===== src/rtl/ucpd_debounce_mc.sv =====
// ucpd_debounce_mc: multi-channel debounce/deglitch filter for slow UCPD inputs
// (VBUS-detect, FRS, attach pins). One shared microsecond prescaler and
// sample-tick generator drive NCH independent channels. Each channel has a
// 2-FF synchroniser, a candidate level and a stability counter with separate
// rise and fall confirm thresholds.
//
// Optional build macro: UCPD_DEBOUNCE_IRQ_EN
//   Defined   -> adds stat/stat_clr/irq (sticky per-channel edge status + IRQ).
//   Undefined -> those ports and registers are absent; the filter is unchanged.

// ---------------------------------------------------------------------------
// Per-channel filter: synchroniser, candidate register, stability counter.
// ---------------------------------------------------------------------------
module ucpd_debounce_ch #(
    parameter int   CNT_W   = 5,
    parameter logic RST_BIT = 1'b0
) (
    input  logic             ic_clk,
    input  logic             ic_rst_n,
    input  logic             en,
    input  logic             smp_tick,
    input  logic [CNT_W-1:0] det_rise,
    input  logic [CNT_W-1:0] det_fall,
    input  logic             din,
    output logic             dout,
    output logic             rise_p,
    output logic             fall_p
);

    logic             sync1_q, sync1_d;
    logic             sync_q,  sync_d;
    logic             cand_q,  cand_d;
    logic [CNT_W-1:0] cnt_q,   cnt_d;
    logic             dout_q,  dout_d;
    logic             rise_q,  rise_d;
    logic             fall_q,  fall_d;

    logic [CNT_W-1:0] thr;
    logic [CNT_W:0]   cnt_inc;

    // Next-state for synchroniser, candidate, counter and committed level.
    always_comb begin
        sync1_d = din;
        sync_d  = sync1_q;
        cand_d  = cand_q;
        cnt_d   = cnt_q;
        dout_d  = dout_q;
        rise_d  = 1'b0;
        fall_d  = 1'b0;
        // Threshold follows the direction we are trying to commit to.
        thr     = cand_q ? det_rise : det_fall;
        // One extra bit so the compare cannot wrap at the top of the range.
        cnt_inc = {1'b0, cnt_q} + {{CNT_W{1'b0}}, 1'b1};

        if (!en) begin
            // Disabled: track the input but never commit; counting restarts.
            cand_d = sync_q;
            cnt_d  = '0;
        end else if (smp_tick) begin
            if (sync_q != cand_q) begin
                // Input moved since last sample: restart the stability window.
                cand_d = sync_q;
                cnt_d  = '0;
            end else if (cand_q != dout_q) begin
                // Stable candidate differs from output; thr of 0 or 1 both
                // commit on the first confirming tick.
                if (cnt_inc >= {1'b0, thr}) begin
                    dout_d = cand_q;
                    cnt_d  = '0;
                    rise_d = cand_q;
                    fall_d = ~cand_q;
                end else begin
                    cnt_d = cnt_inc[CNT_W-1:0];
                end
            end else begin
                cnt_d = '0;
            end
        end
    end

    // Channel state registers; synchroniser keeps running while disabled.
    always_ff @(posedge ic_clk or negedge ic_rst_n) begin
        if (!ic_rst_n) begin
            sync1_q <= RST_BIT;
            sync_q  <= RST_BIT;
            cand_q  <= RST_BIT;
            cnt_q   <= '0;
            dout_q  <= RST_BIT;
            rise_q  <= 1'b0;
            fall_q  <= 1'b0;
        end else begin
            sync1_q <= sync1_d;
            sync_q  <= sync_d;
            cand_q  <= cand_d;
            cnt_q   <= cnt_d;
            dout_q  <= dout_d;
            rise_q  <= rise_d;
            fall_q  <= fall_d;
        end
    end

    assign dout   = dout_q;
    assign rise_p = rise_q;
    assign fall_p = fall_q;

endmodule

// ---------------------------------------------------------------------------
// Top: shared timebase plus NCH channel instances.
// ---------------------------------------------------------------------------
module ucpd_debounce_mc #(
    parameter int             NCH     = 4,
    parameter int             CNT_W   = 5,
    parameter logic [NCH-1:0] RST_VAL = {NCH{1'b0}}
) (
    input  logic             ic_clk,
    input  logic             ic_rst_n,
    input  logic             en,
    input  logic [5:0]       clk_freq,
    input  logic [9:0]       det_us,
    input  logic [CNT_W-1:0] det_rise,
    input  logic [CNT_W-1:0] det_fall,
    input  logic [NCH-1:0]   din,
    output logic [NCH-1:0]   dout,
    output logic [NCH-1:0]   rise_p,
    output logic [NCH-1:0]   fall_p,
    output logic             smp_tick
`ifdef UCPD_DEBOUNCE_IRQ_EN
    ,
    input  logic [NCH-1:0]   stat_clr,
    output logic [NCH-1:0]   stat,
    output logic             irq
`endif
);

    logic [5:0] us_cnt_q,   us_cnt_d;
    logic [9:0] smp_cnt_q,  smp_cnt_d;
    logic       smp_tick_q, smp_tick_d;

    logic [5:0] us_term;
    logic [9:0] smp_term;
    logic       us_tick;

    // Terminal counts; a zero setting behaves like one.
    always_comb begin
        us_term  = (clk_freq == 6'd0) ? 6'd0  : clk_freq - 6'd1;
        smp_term = (det_us == 10'd0)  ? 10'd0 : det_us - 10'd1;
        // Equality compare: a counter already past a newly lowered terminal
        // runs on to its natural width wrap before matching again.
        us_tick  = (us_cnt_q == us_term);
    end

    // Timebase next-state: microsecond prescaler feeding the sample divider.
    always_comb begin
        us_cnt_d   = us_cnt_q;
        smp_cnt_d  = smp_cnt_q;
        smp_tick_d = 1'b0;
        if (!en) begin
            us_cnt_d  = '0;
            smp_cnt_d = '0;
        end else begin
            us_cnt_d = us_tick ? 6'd0 : us_cnt_q + 6'd1;
            if (us_tick) begin
                if (smp_cnt_q == smp_term) begin
                    smp_cnt_d  = '0;
                    smp_tick_d = 1'b1;
                end else begin
                    smp_cnt_d = smp_cnt_q + 10'd1;
                end
            end
        end
    end

    // Timebase registers; smp_tick is registered so channels see a clean strobe.
    always_ff @(posedge ic_clk or negedge ic_rst_n) begin
        if (!ic_rst_n) begin
            us_cnt_q   <= '0;
            smp_cnt_q  <= '0;
            smp_tick_q <= 1'b0;
        end else begin
            us_cnt_q   <= us_cnt_d;
            smp_cnt_q  <= smp_cnt_d;
            smp_tick_q <= smp_tick_d;
        end
    end

    assign smp_tick = smp_tick_q;

    for (genvar g = 0; g < NCH; g++) begin : g_ch
        ucpd_debounce_ch #(
            .CNT_W   (CNT_W),
            .RST_BIT (RST_VAL[g])
        ) u_ch (
            .ic_clk   (ic_clk),
            .ic_rst_n (ic_rst_n),
            .en       (en),
            .smp_tick (smp_tick_q),
            .det_rise (det_rise),
            .det_fall (det_fall),
            .din      (din[g]),
            .dout     (dout[g]),
            .rise_p   (rise_p[g]),
            .fall_p   (fall_p[g])
        );
    end

`ifdef UCPD_DEBOUNCE_IRQ_EN
    logic [NCH-1:0] stat_q, stat_d;
    logic           irq_q,  irq_d;

    // Sticky edge status: a new edge wins over a clear in the same cycle.
    always_comb begin
        stat_d = (stat_q & ~stat_clr) | rise_p | fall_p;
        irq_d  = |stat_q;
    end

    // Status and interrupt registers.
    always_ff @(posedge ic_clk or negedge ic_rst_n) begin
        if (!ic_rst_n) begin
            stat_q <= '0;
            irq_q  <= 1'b0;
        end else begin
            stat_q <= stat_d;
            irq_q  <= irq_d;
        end
    end

    assign stat = stat_q;
    assign irq  = irq_q;
`endif

endmodule


===== config.mk =====
export PLATFORM = sky130hd
export DESIGN_NAME = ucpd_debounce_mc
export DESIGN_NICKNAME = d
export VERILOG_FILES = /design/src/rtl/ucpd_debounce_mc.sv
export SDC_FILE = /design/constraint.sdc
export NUM_CORES = 1
export LEC_CHECK = 0
export ABC_CLOCK_PERIOD_IN_PS = 3300
export BUFFER_PORTS_ARGS = -buffer_cell sky130_fd_sc_hd__buf_4
export CORE_MARGIN = 2
export CORE_UTILIZATION = 30
export DETAILED_ROUTE_END_ITERATION = 8
export HOLD_SLACK_MARGIN = 0.15
export PLACE_DENSITY = 0.57
export SLEW_MARGIN = 20
export SYNTH_ARGS = -nofsm -noshare
export SYNTH_HDL_FRONTEND = slang
export SYNTH_SLANG_ARGS = --single-unit

===== constraint.sdc =====
create_clock -name ic_clk -period 3.3 [get_ports ic_clk]
set_input_delay 0.66 -clock ic_clk [delete_from_list [all_inputs] [get_ports ic_clk]]
set_output_delay 0.66 -clock ic_clk [all_outputs]
set_load 0.1 [all_outputs]

# Word-level counts from Yosys, hierarchy flattened
# Index checks and enable logic that the tools add are counted.
# totals
register_bits	61
latchBits	0
ram_bits	0
rom_bits	0
output_inout_bits	13
word_cells	163
mem_count	0
# classes
addsub	8
multipliers	0
n_div	0
magnitude_cmp	4
eq_ne	16
n_shift	0
mux	86
bitwise_logic	8
n_reduce_logical	10
# ops
operator	count
$mux W5	24
$mux W1	55
$mux W10	4
$add A5 B1 Y6 const B	4
$ge A6 B5 Y1	4
$reduce_and A5 Y1	4
$mux W6	3
$ne A2 B1 Y1 const B	6
$add A10 B1 Y10 const B	1
$eq A10 B10 Y1	1
$logic_not A10 Y1	1
$sub A10 B1 Y10 const B	1
$ne A1 B1 Y1	8
$not A1 Y1	8
$reduce_and A2 Y1	4
$add A6 B1 Y6 const B	1
$eq A6 B6 Y1	1
$logic_not A6 Y1	1
$sub A6 B1 Y6 const B	1

# Longest topological paths before layout
# Gate-level depths: netlist (run 1).
# depth
word_depth	7
ltp_mapped	11

# Hierarchy
# Synthesis (run 1) repeated with hierarchy kept, for this count alone.
# hier_totals
hier_cells	443
area_unflattened_um2	4439.3
# by_module_without_submodules
module	instances	cells_per_inst	area_per_inst_um2	seq_area_each_um2
ucpd_debounce_ch	4	57	675.6	275.3
ucpd_debounce_mc	1	215	1736.7	425.4

# Worst setup path after synthesis (run 1)
# No wires, ideal clock.
# synth_path
path_kind	input port to flip-flop
start	input port det_us[0]
end	register smp_cnt_q[3]
arrival_ns	2.683
setup_slack_ns	0.491
cell_stages	10
path_cell_list	inv_1 -> ha_1 -> or4b_1 -> or4_1 -> nand2_1 -> xor2_1 -> nor4b_1 -> and4_1 -> buf_2 -> nor3_1
# synth_between
elab_chain_cells	6
elab_cells_between_ends	7
cone_classes	1 x add/sub; 1 x eq/ne; 4 x mux; 1 x reduce/logical
# synth_lines
element	line_no	text
start: declaration	120	input logic [9:0] det_us,
$sub A10 B1 Y10 / $logic_not A10 Y1 (equally long branches)	147	smp_term = (det_us == 10'd0) ? 10'd0 : det_us - 10'd1;
$mux W10 (*)	147	
$eq A10 B10 Y1 (*)	164	if (smp_cnt_q == smp_term) begin
$mux W10 (*)	164	
$mux W10 (*)	163	if (us_tick) begin
$mux W10 (*)	158	if (!en) begin
end signal: assignment	182	smp_cnt_q <= smp_cnt_d;
end: declaration	137	logic [9:0] smp_cnt_q, smp_cnt_d;
# Every way passes the cells marked *; elsewhere a longest branch is shown, timed or not. The select of a mux whose other input is x is not followed.
# A chain may end at the register's enable or synchronous reset.

# Final worst setup path (run 1)
# layout_path
start	input port det_us[0]
end	register smp_cnt_q[6]
# Same word-level chain as after synthesis.

==> results of run 1 <==
## cells by family after synthesis
| logic type | count (synthesis) | share of synthesized area, % |
|---|---|---|
| AOI/OAI and AO/OA | 73 | 11.7 |
| buffers and inverters | 53 | 5.97 |
| DFF | 61 | 36.8 |
| adders and majority gates | 28 | 8.44 |
| muxes | 32 | 8.11 |
| xor gates and xnor gates | 39 | 8.23 |
| and+or+nand+nor | 158 | 20.8 |
## flip-flops by register name (all words and copies together) (netlist names)
register           flops
g_ch.u_ch.cand_q       4
g_ch.u_ch.cnt_q       20
g_ch.u_ch.dout         4
g_ch.u_ch.fall_p       4
g_ch.u_ch.rise_p       4
g_ch.u_ch.sync1_q      4
g_ch.u_ch.sync_q       4
smp_cnt_q             10
smp_tick               1
us_cnt_q               6
## critical path, stage by stage
cell and delay [ps]:
buf_4 130, inv_1 70, ha_1 210, or4b_1 500, or4_1 490, nand2_1 90
xor2_1 80, nor4b_1 360, and4_1 440, nor3_1 90
## how the worst min path moves through the flow
stage,startpoint,to,depth (start not counted)
after floorplan,g_ch[0].u_ch.sync1_q,g_ch[0].u_ch.sync_q,0
after global placement,g_ch[2].u_ch.sync1_q,g_ch[2].u_ch.sync_q,0
after detailed placement,g_ch[2].u_ch.sync1_q,g_ch[2].u_ch.sync_q,0
after CTS,g_ch[2].u_ch.sync1_q,g_ch[2].u_ch.sync_q,0
after global routing,g_ch[2].u_ch.sync1_q,g_ch[2].u_ch.sync_q,0
final,g_ch[2].u_ch.sync1_q,g_ch[2].u_ch.sync_q,0
## metal layers
layer | part of all wire (%) | global-route usage, % | vias to the layer above | wire length [microns]
met3 | 3.8 | 3.09 | 11 | 344
met1 | 47 | 16.6 | 1527 | 4280
met2 | 47 | 21.8 | 60 | 4260
met4 | 1.6 | 4.31 | 0 | 146
met5 | 0 | 0 | - | 0
li1 | - | - | 1636 | -
## layout by cell type, fill, tap and decap left out, types with 3 or more instances in the layout
| cell | instances |
|---|---|
| buf_4 | 52 |
| nor3_1 | 12 |
| and3_1 | 7 |
| xnor2_1 | 18 |
| nand3_1 | 15 |
| nand4_1 | 9 |
| or4_1 | 5 |
| inv_1 | 23 |
| a31oi_1 | 3 |
| mux2_2 | 13 |
| nand2b_1 | 10 |
| nand2_1 | 36 |
| xor2_1 | 21 |
| a21o_1 | 12 |
| o21ai_0 | 25 |
| mux2i_1 | 19 |
| nor2b_1 | 8 |
| nor3b_1 | 4 |
| a211o_1 | 4 |
| a21oi_1 | 9 |
| ha_1 | 28 |
| nor2_1 | 28 |
| clkbuf_16 | 9 |
| o22ai_1 | 4 |
| dfrtp_1 | 61 |
| nor4_1 | 4 |
| or3_1 | 5 |
## cell type report
cell class	instances	area, sq um	area share (%)
clock buffer	12	246	5.05
inverter	24	90.1	1.84
timing repair buffer	52	390	7.99
sequential	61	1530	31.2
clock inverter	2	35.0	0.717
tap	176	220	4.51
multi-input combinational	330	2380	48.6
## power breakdown
| group | leakage [nW] | total (mW) | internal, mW | switching [mW] |
|---|---|---|---|---|
| Combinational | 1.38 | 0.246 | 0.117 | 0.129 |
| Sequential | 0.822 | 0.786 | 0.765 | 0.0212 |
| Clock | 0.139 | 0.904 | 0.595 | 0.309 |
| Total | 2.34 | 1.94 | 1.48 | 0.459 |
## synthesized netlist by cell type (all sizes together) (2+ instances only)
library cell and count:
nor4b 3, a31oi 3, or4 6, and4 2
a21o 12, nand4 9, nand3b 2, o31ai 2
xnor2 18, o21ai 26, o21bai 2, and2 2
ha 28, a211o 4, nand2b 10, a211oi 4
xor2 21, mux2i 19, a21oi 9, nor3 12
or3 5, clkbuf 13, a32o 2, nor3b 5
o22ai 4, mux2 13, nor2b 8, dfrtp 61
inv 23, nand2 36, nor2 28, nand3 15
buf 16, and3 7, nor4 5
==> impl_results.md, run 1 <==
* Synth area leaders: dfrtp_1 (37%), ha_1 (8.4%), mux2i_1 (4.6%)
* Cts bufs inserted at 9
* Congestion Overflow GR at 0
* Routed Antenna Nets at 0
* Reg2reg start: g_ch[1].u_ch.cand_q
* Post-synthesis cell count at about 440
* Unrepaired setup endpoints after global routing: false
* Final net count at 539
* Synthesized net count at 505
* Slew margin rel. at 47.3%
* Hold buffer count at CTS at 0
* Worst hold margin at between 300 and 400 ps
* Post-layout util at 36.5%
* Drt via density at 4.92
* Worst-margin pin slew at 790 ps
* CTS resizes at 0
* Final setup TNS at 0 ps
* Gpl congestion at 0.786
* Critical Path AT at approximately 3100 ps
* Final Cycle Share at approximately nine tenths
* Data required time of the critical path at around 3500 ps
* Number of global-route vias before repair at between 3,000 and 4,000
* Post-synth EDFFs at 0
* Post-synthesis instance area at 4150 sq um
* Place WS at 48.6 ps
* CP max FO at 7
* FF+latch count, synth at 61
* Max Cap Viol at 0
* Setup crit end: smp_cnt_q[6]
* Worst-skew pair later-pin latency at 320 ps
* First-pass GRT wire length at between 15,000 and 20,000 microns
* Yosys top cell area share at 36.8%
* PortBufs at 45
* WL final at 9030 microns
* H-tree levels at 3
* Total power at just under 2 mW
* Sequential fraction of the synthesis area at 36.8%
* Total GRT Usage at around an eighth
* Core Rows at 42
* Syn Area/Cell at 9.35 sq um
* Syn-to-layout area delta at 17.7%
* Worst setup margin at 372 ps
* Flop2flop setup slack at 600 ps
* Fillers at 1,340
* Post-DP HPWL at 6740 microns
* Dpl cell area at 4600 sq um
* CP Class: input port to flop
* Crit path launch type: input port
* Main synth FF type: dfrtp_1
* Initial antenna violation count at 0
* Yosys cell types at 52
* CTS clk-pin slew, worst paths at 50 ps
* Cell area after layout at 4880 sq um
* WL per Instance at between 10 and 15 microns
* Final min period at between 2000 and 3000 ps
* Final Hold Fails at 0
* Pwr/cell area at 396 nW/um^2
* Share of cells above drive strength 1 at 17.7%
* End of the worst register-to-register path: g_ch[1].u_ch.dout
* Total number of vias at 3,234
* Critical path origin: det_us[0]
* CTS tree: yes
* Chip height at 122 microns
* Pre-antenna DRT Iters at 4
* Die footprint at about 15,000 sq um
* Placed cells at ~640
* DRC viols at 0
* Critical path capture point type: flop
* Reg2reg path depth at 9
* # IOs at 46
* Finished Layout Cells at 657
* Yosys synthesis warning count at 0
* Slew Viols, Final at 0
* Die width at 122 microns
* Core area at 13,400 sq um
* Final setup fails at 0
* # diodes at 0
* Outcome: completed
* FFs w/ async S/R, synth at 100%
* LEAKAGE at approximately 2.3 nW
* Worst Skew at 5.56 ps
* Fmax at 341 MHz
* Worst-case clock buffer depth at 2
* CTS Root Cell: clkbuf_16
* Hold/Removal Path Class: flop to flop
* Maximum VDD drop at 0.000241 V
* Cell taking the most area after synthesis: dfrtp_1
* Clock sinks at 61
* Initial Util at 31.0%
* DRT iter0 DRCs at 136
* Largest net degree at the start of global routing at 62
* Post-CTS Setup Bufs at 0
No activity file was read; power rests on OpenSTA's default activity.
==> run 2: changes to the inputs <==
--- a/config.mk
+++ b/config.mk
@@ -9,6 +9,7 @@
 export BUFFER_PORTS_ARGS = -buffer_cell sky130_fd_sc_hd__buf_4
 export CORE_MARGIN = 2
 export CORE_UTILIZATION = 30
+export CTS_BUF_LIST = sky130_fd_sc_hd__clkbuf_16
 export DETAILED_ROUTE_END_ITERATION = 8
 export HOLD_SLACK_MARGIN = 0.15
 export PLACE_DENSITY = 0.57
==> impl_results.md, run 2 (same netlist as run 1, synthesis figures left out) <==
* Chip height at 122 microns (unchanged)
* Sequential power share at 41.2% (+0.6 points)
* # IOs at 46 (unchanged)
* Cts bufs inserted at 9 (unchanged)
* PortBufs at 45 (unchanged)
* Min-delay src: g_ch[2].u_ch.sync1_q
* Data required time of the critical path at 3490 ps (about the same)
* DRT iter0 DRCs at 117 (-14%)
* Cell internal pwr at 1.45 mW (-2.0%)
* Share of cells above drive strength 1 at 17.5% (-0.21 points)
* Slew Viols, Final at 0 (unchanged)
* DRC viols at 0 (unchanged)
* Post-DP HPWL at 6740 microns (unchanged)
* Worst path cell trace: buf_4 > inv_1 > ha_1 > or4b_1 > or4_1 > nand2_1 > xor2_1 > nor4b_1 > and4_1 > nor3_1
* CTS tree: yes
* H-tree levels at 3 (unchanged)
* Outcome: completed
* Largest net degree at the start of global routing at 62 (unchanged)
* Number of global-route vias before repair at 3,321 (unchanged)
* First-pass GRT wire length at 15,700 microns (+0.22%)
* Reg with most FFs: g_ch.u_ch.cnt_q
* Final setup TNS at 0 ps (unchanged)
* Die width at 122 microns (unchanged)
* Syn-to-layout area delta at 17.5%
* CTS resizes at 0 (unchanged)
* Most frequent cells in the layout: dfrtp_1 (61), buf_4 (52), nand2_1 (36)
* Placed cells at 643 (unchanged)
* CP delay by family, top: simple AND/OR/NAND/NOR gates
* Final Cycle Share at 88.7% (about the same)
* Final Hold Fails at 0 (unchanged)
* Switching Fraction at 24.1% (+0.43 points)
* Initial antenna violation count at 0 (unchanged)
* Pwr/cell area at 391 nW/um^2 (-1.3%)
* Maximum VDD drop at 0.000242 V (+0.12%)
* Reg area at 1530 sq um (unchanged)
* Finished Layout Cells at 657 (unchanged)
* Flop2flop setup slack at 600 ps (about the same)
* Clock power frac at 45.9% (-0.8 points)
* Total number of vias at 3,227 (-0.22%)
* Congestion Overflow GR at 0 (unchanged)
* WL per Instance at 13.8 microns (+0.39%)
* Met1 Resource Use GR at 16.7% (+0.058 points)
* Reg2reg start: g_ch[1].u_ch.cand_q
* Slew margin rel. at 47.3% (about the same)
* Hold buffer count at CTS at 0 (unchanged)
* Worst-margin pin slew at 790 ps (-0.229 ps)
* Crit path launch type: input port
* Critical Path AT at 3120 ps (about the same)
* Post-layout util at 36.4% (-0.075 points)
* Fmax at 342 MHz (about the same)
* Critical path capture point type: flop
* Unrepaired setup endpoints after global routing: false
* Routed Antenna Nets at 0 (unchanged)
* Sw Pwr at 0.460 mW (+0.31%)
* Worst-skew pair later-pin latency at 320 ps (about the same)
* Worst Path Buf+Inv at 2 (unchanged)
* Multi-input logic area at 2380 sq um (unchanged)
* WL final at 9070 microns (+0.39%)
* Gpl congestion at 0.786 (unchanged)
* Worst-case clock buffer depth at 2 (unchanged)
* Hold/Removal Path Class: flop to flop
* LEAKAGE at 2.35 nW (+0.11%)
* Pre-antenna DRT Iters at 4 (unchanged)
* Fillers at 1,342 (+0.15%)
* Final net count at 539 (unchanged)
* CP Class: input port to flop
* Dpl cell area at 4600 sq um (unchanged)
* Core area at 13,400 sq um (unchanged)
* Largest registers: g_ch.u_ch.cnt_q: 20 flops, smp_cnt_q: 10 flops, us_cnt_q: 6 flops
* CP max FO at 7 (unchanged)
* Final min period at 2930 ps (-1.23 ps)
* Total GRT Usage at 13.1% (+0.050 points)
* Clock sinks at 61 (unchanged)
* Total power at 1.91 mW (-1.5%)
* Drt via density at 4.91 (-0.22%)
* Final setup fails at 0 (unchanged)
* Initial Util at 31.0% (unchanged)
* Comb pwr share at 12.9% (+0.2 points)
* Critical path origin: det_us[0]
* Cell area after layout at 4870 sq um (-0.20%)
* Max reg flops at 20 (unchanged)
* CTS clk-pin slew, worst paths at 50 ps (about the same)
* Die footprint at 14,800 sq um (unchanged)
* Critical path's largest stage delay at 500 ps (about the same)
* Commonest non-fill, non-tap cell in the layout: dfrtp_1
* GRT busiest layer: met2
* Slowest cell on crit path: or4b_1
* Met3 track demand over resource at 3.23% (+0.14 points)
* Post-CTS Setup Bufs at 0 (unchanged)
* # diodes at 0 (unchanged)
* Worst Skew at 6.48 ps (+0.920 ps)
* CTS Root Cell: clkbuf_16
* Max Cap Viol at 0 (unchanged)
* Core Rows at 42 (unchanged)
* Met2 Resource Use GR at 21.8% (unchanged)
-- run 2: worst reg2reg max path, cell delays in order (launching register included) --
cell	delay (ps)
dfrtp_1	600
mux2_2	390
ha_1	260
nand2b_1	140
a21o_1	170
a21o_1	170
a21oi_1	230
o21ai_0	110
nand4_1	160
mux2_2	350
-- run 2: path summary, 6_finish.rpt --
path,end,cells past startpoint
worst min register to register,g_ch[2].u_ch.sync_q,0
worst max register to register,g_ch[1].u_ch.dout,9
max in group asynchronous,g_ch[0].u_ch.cnt_q[1],1
worst max-delay path,smp_cnt_q[6],10
worst min-delay path,g_ch[2].u_ch.sync_q,0
min in group asynchronous,g_ch[2].u_ch.cnt_q[1],1
-- run 2: layout make-up --
type                       count  share of cell area [%]
clock buffer                   9                    4.62
clock inverter                 5                   0.950
inverter                      24                    1.85
multi-input combinational    330                    48.7
sequential                    61                    31.3
tap                          176                    4.52
timing repair buffer          52                    8.01
-- run 2: per-stage QoR --
step	hold slack, ps	setup WS [ps]
6_report	349	373
5_1_grt	358	200
4_1_cts	348	388
3_5_place_dp	336	48.6
3_3_place_gp	335	125
2_1_floorplan	331	491
-- run 2: power groups by stage --
stage               Combinational, mW  Clock [mW]  Sequential, mW
detailed placement              0.247           0           0.799
finish                          0.246       0.875           0.786
floorplan                       0.157           0           0.788
CTS                             0.249       0.903           0.786
global route                    0.277       0.940           0.788
global placement                0.241           0           0.799
-- run 2: layer usage --
| layer | share of wire (%) | routed length (microns) |
|---|---|---|
| met4 | 1.2 | 107 |
| met3 | 3.8 | 343 |
| met1 | 48 | 4310 |
| met5 | 0 | 0 |
| met2 | 47 | 4310 |
==> run 3: changes to the inputs <==
--- a/config.mk
+++ b/config.mk
@@ -16,4 +16,5 @@
 export SLEW_MARGIN = 20
 export SYNTH_ARGS = -nofsm -noshare
 export SYNTH_HDL_FRONTEND = slang
+export SYNTH_HIERARCHICAL = 1
 export SYNTH_SLANG_ARGS = --single-unit
==> impl_results.md, run 3 <==
* First-pass GRT wire length at 17,200 microns (+10%)
* H-tree levels at 3 (unchanged)
* Core Rows at 44 (+4.8%)
* CP max FO at 8 (+1)
* Syn Area/Cell at 10.0 sq um (+7.2%)
* FF+latch count, synth at 61 (unchanged)
* Sequential power share at 42.7% (+1.5 points)
* Worst-case clock buffer depth at 2 (unchanged)
* DRC viols at 0 (unchanged)
* Largest net degree at the start of global routing at 62 (unchanged)
* Fmax at 346 MHz (+1.4%)
* Post-synth EDFFs at 0 (unchanged)
* Post-synthesis instance area at 4440 sq um (+7.0%)
* Comb pwr share at 13.4% (+0.5 points)
* Synthesized net count at 504 (-0.20%)
* Share of cells above drive strength 1 at 23.3% (+5.9 points)
* Main synth FF type: dfrtp_1
* Slew margin rel. at 48.6% (+1.2 points)
* Crit path top cell by count: buf_4
* Worst-skew pair later-pin latency at 320 ps (about the same)
* Hold/Removal Path Class: flop to flop
* LEAKAGE at 2.35 nW (about the same)
* Total number of vias at 3,531 (+9.4%)
* Drt via density at 5.22 (+6.2%)
* CTS clk-pin slew, worst paths at 50 ps (about the same)
* Total GRT Usage at 13.1% (about the same)
* WL per Instance at 14.5 microns (+4.8%)
* # IOs at 46 (unchanged)
* Final net count at 549 (+1.9%)
* Yosys cell types at 72 (+38%)
* DRT iter0 DRCs at 187 (+60%)
* Final Cycle Share at 87.5% (-1.2 points)
* Die footprint at 15,800 sq um (+6.7%)
* Top cells by count, synth: dfrtp_1 (61), nor2_1 (31), ha_1 (28), nand3_1 (25), xnor2_1 (23)
* Commonest non-fill, non-tap cell in the layout: dfrtp_1
* Worst-margin pin slew at 771 ps (-18.6 ps)
* Switching Fraction at 26.4% (+2.2 points)
* Core area at 14,500 sq um (+8.0%)
* Final min period at 2890 ps (-41.1 ps)
* Finished Layout Cells at 677 (+3.0%)
* FFs w/ async S/R, synth at 100% (unchanged)
* Final setup TNS at 0 ps (unchanged)
* Cell taking the most area after synthesis: dfrtp_1
* Slowest cell on crit path: a2111oi_0
* Yosys synthesis warning count at 6 (+6)
* Gpl congestion at 0.883 (+12%)
* Critical path origin: clk_freq[0]
* WL final at 9790 microns (+8.0%)
* Worst Skew at 5.14 ps (-1.34 ps)
* Critical path's largest stage delay at 610 ps (+110 ps)
* Final setup fails at 0 (unchanged)
* Pwr/cell area at 360 nW/um^2 (-7.9%)
* CTS Root Cell: clkbuf_16
* Critical Path AT at 3030 ps (-90 ps)
* Unrepaired setup endpoints after global routing: false
* Maximum VDD drop at 0.000217 V (-10%)
* Most frequent cells in the layout: dfrtp_1 (61), buf_4 (49), nor2_1 (31)
* Yosys top cell area share at 34.4% (-2.4 points)
* Syn-to-layout area delta at 17.1%
* Sw Pwr at 0.494 mW (+7.3%)
* Outcome: completed
* Hold buffer count at CTS at 0 (unchanged)
* Max Cap Viol at 0 (unchanged)
* Post-synthesis cell count at 443 (-0.23%)
* Reg with most FFs: g_ch.u_ch/cnt_q
* Worst path cell trace: buf_4 > inv_1 > ha_1 > buf_4 > nor4b_1 > o21ai_0 > xor2_1 > o21ba_2 > or4bb_1 > a2111oi_0
* PortBufs at 45 (unchanged)
* Data required time of the critical path at 3440 ps (-50 ps)
* Slew Viols, Final at 0 (unchanged)
* Pre-antenna DRT Iters at 5 (+1)
* Initial Util at 30.7% (-0.31 points)
* Placed cells at 661 (+2.8%)
* Max reg flops at 20 (unchanged)
* Cts bufs inserted at 9 (unchanged)
* Post-CTS Setup Bufs at 0 (unchanged)
* Clock power frac at 43.9% (-2.0 points)
* Congestion Overflow GR at 0 (unchanged)
* Post-layout util at 35.9% (-0.47 points)
* CP Class: input port to flop
* CTS tree: yes
* Die width at 126 microns (+3.3%)
* Post-DP HPWL at 7070 microns (+4.9%)
* # diodes at 0 (unchanged)
* Crit path launch type: input port
* Routed Antenna Nets at 0 (unchanged)
* Final Hold Fails at 0 (unchanged)
* Clock sinks at 61 (unchanged)
* Chip height at 126 microns (+3.3%)
* Sequential fraction of the synthesis area at 34.4% (-2.4 points)
* Number of global-route vias before repair at 3,556 (+7.1%)
* Min-delay src: g_ch[2].u_ch/sync1_q
* Synth area leaders: dfrtp_1 (34%), ha_1 (7.9%), xnor2_1 (4.5%)
* CTS resizes at 0 (unchanged)
* Most common cell in the netlist: dfrtp_1
* Largest registers: g_ch.u_ch/cnt_q: 20 flops, smp_cnt_q: 10 flops, us_cnt_q: 6 flops
* Total power at 1.87 mW (-1.8%)
* Initial antenna violation count at 0 (unchanged)
* Reg2reg start: us_cnt_q[0]
* Cell internal pwr at 1.38 mW (-4.6%)
* Critical path capture point type: flop
-- run 3: changes by cell type after synthesis, moves of 11 or more --
cell	previous run	this run
buf_4	12	1
a21oi_1	9	20
o21ai_0	25	5
nand2_1	36	18
a22o_1	0	12
-- run 3: per-stage QoR --
stage / instance area [sq um] / worst slack [ps] / hold slack [ps]
2_1_floorplan: 4440 / 314 / 331
3_3_place_gp: 4940 / 177 / 335
3_5_place_dp: 4940 / 130 / 335
4_1_cts: 5200 / 413 / 347
5_1_grt: 5200 / 225 / 363
6_report: 5200 / 414 / 346
-- run 3: routing by layer --
| metal | GRT usage, % | wire length (microns) | up-vias |
|---|---|---|---|
| met3 | 2.12 | 408 | 9 |
| li1 | - | - | 1723 |
| met2 | 21.2 | 4580 | 74 |
| met1 | 17.8 | 4680 | 1725 |
| met5 | 0 | 0 | - |
| met4 | 4.77 | 125 | 0 |
-- run 3: worst paths after layout --
check / end / slack [ps] / depth (start not counted)
worst max register to register: smp_tick / 850 / 4
worst min-delay path: g_ch[2].u_ch/sync_q / 350 / 0
worst min register to register: g_ch[2].u_ch/sync_q / 350 / 0
worst max-delay path: smp_tick / 410 / 10
max in group asynchronous: smp_cnt_q[7] / 2380 / 1
min in group asynchronous: g_ch[1].u_ch/dout / 410 / 1
-- run 3: worst max-delay path: cells and delay by family --
kind,cells,cell delay (ps)
AO/OA/AOI/OAI,3,1020
buffers and inverters,3,330
adder cells (fa/ha/maj),1,150
XOR/XNOR,1,190
AND/OR/NAND/NOR,2,670
-- run 3: kinds of logic (layout without fill, tap and decap cells) --
family	count (synthesis)	count (layout)	synth area share, %
AND/OR/NAND/NOR	162	162	21.7
AO/OA/AOI/OAI	88	88	16.4
flip-flops	61	61	34.4
multiplexers	37	37	9.16
XOR/XNOR	34	34	6.71
buffers and inverters	33	83	3.75
adder cells (fa/ha/maj)	28	28	7.89
-- run 3: cell type report --
type	instances	area [sq um]
multi-input cells	349	2750
fillers	1451	9280
repair buffers	49	368
flip-flops and latches	61	1530
clock buffers	9	225
inverters	18	67.6
well taps	184	230
clock inverters	7	35.0
-- run 3: power by group through the flow --
stage | registers, mW | clock network (mW) | logic, mW
3_3_place_gp | 0.813 | 0 | 0.245
2_1_floorplan | 0.788 | 0 | 0.188
3_5_place_dp | 0.814 | 0 | 0.253
6_report | 0.801 | 0.822 | 0.251
5_1_grt | 0.805 | 0.888 | 0.282
4_1_cts | 0.800 | 0.851 | 0.254
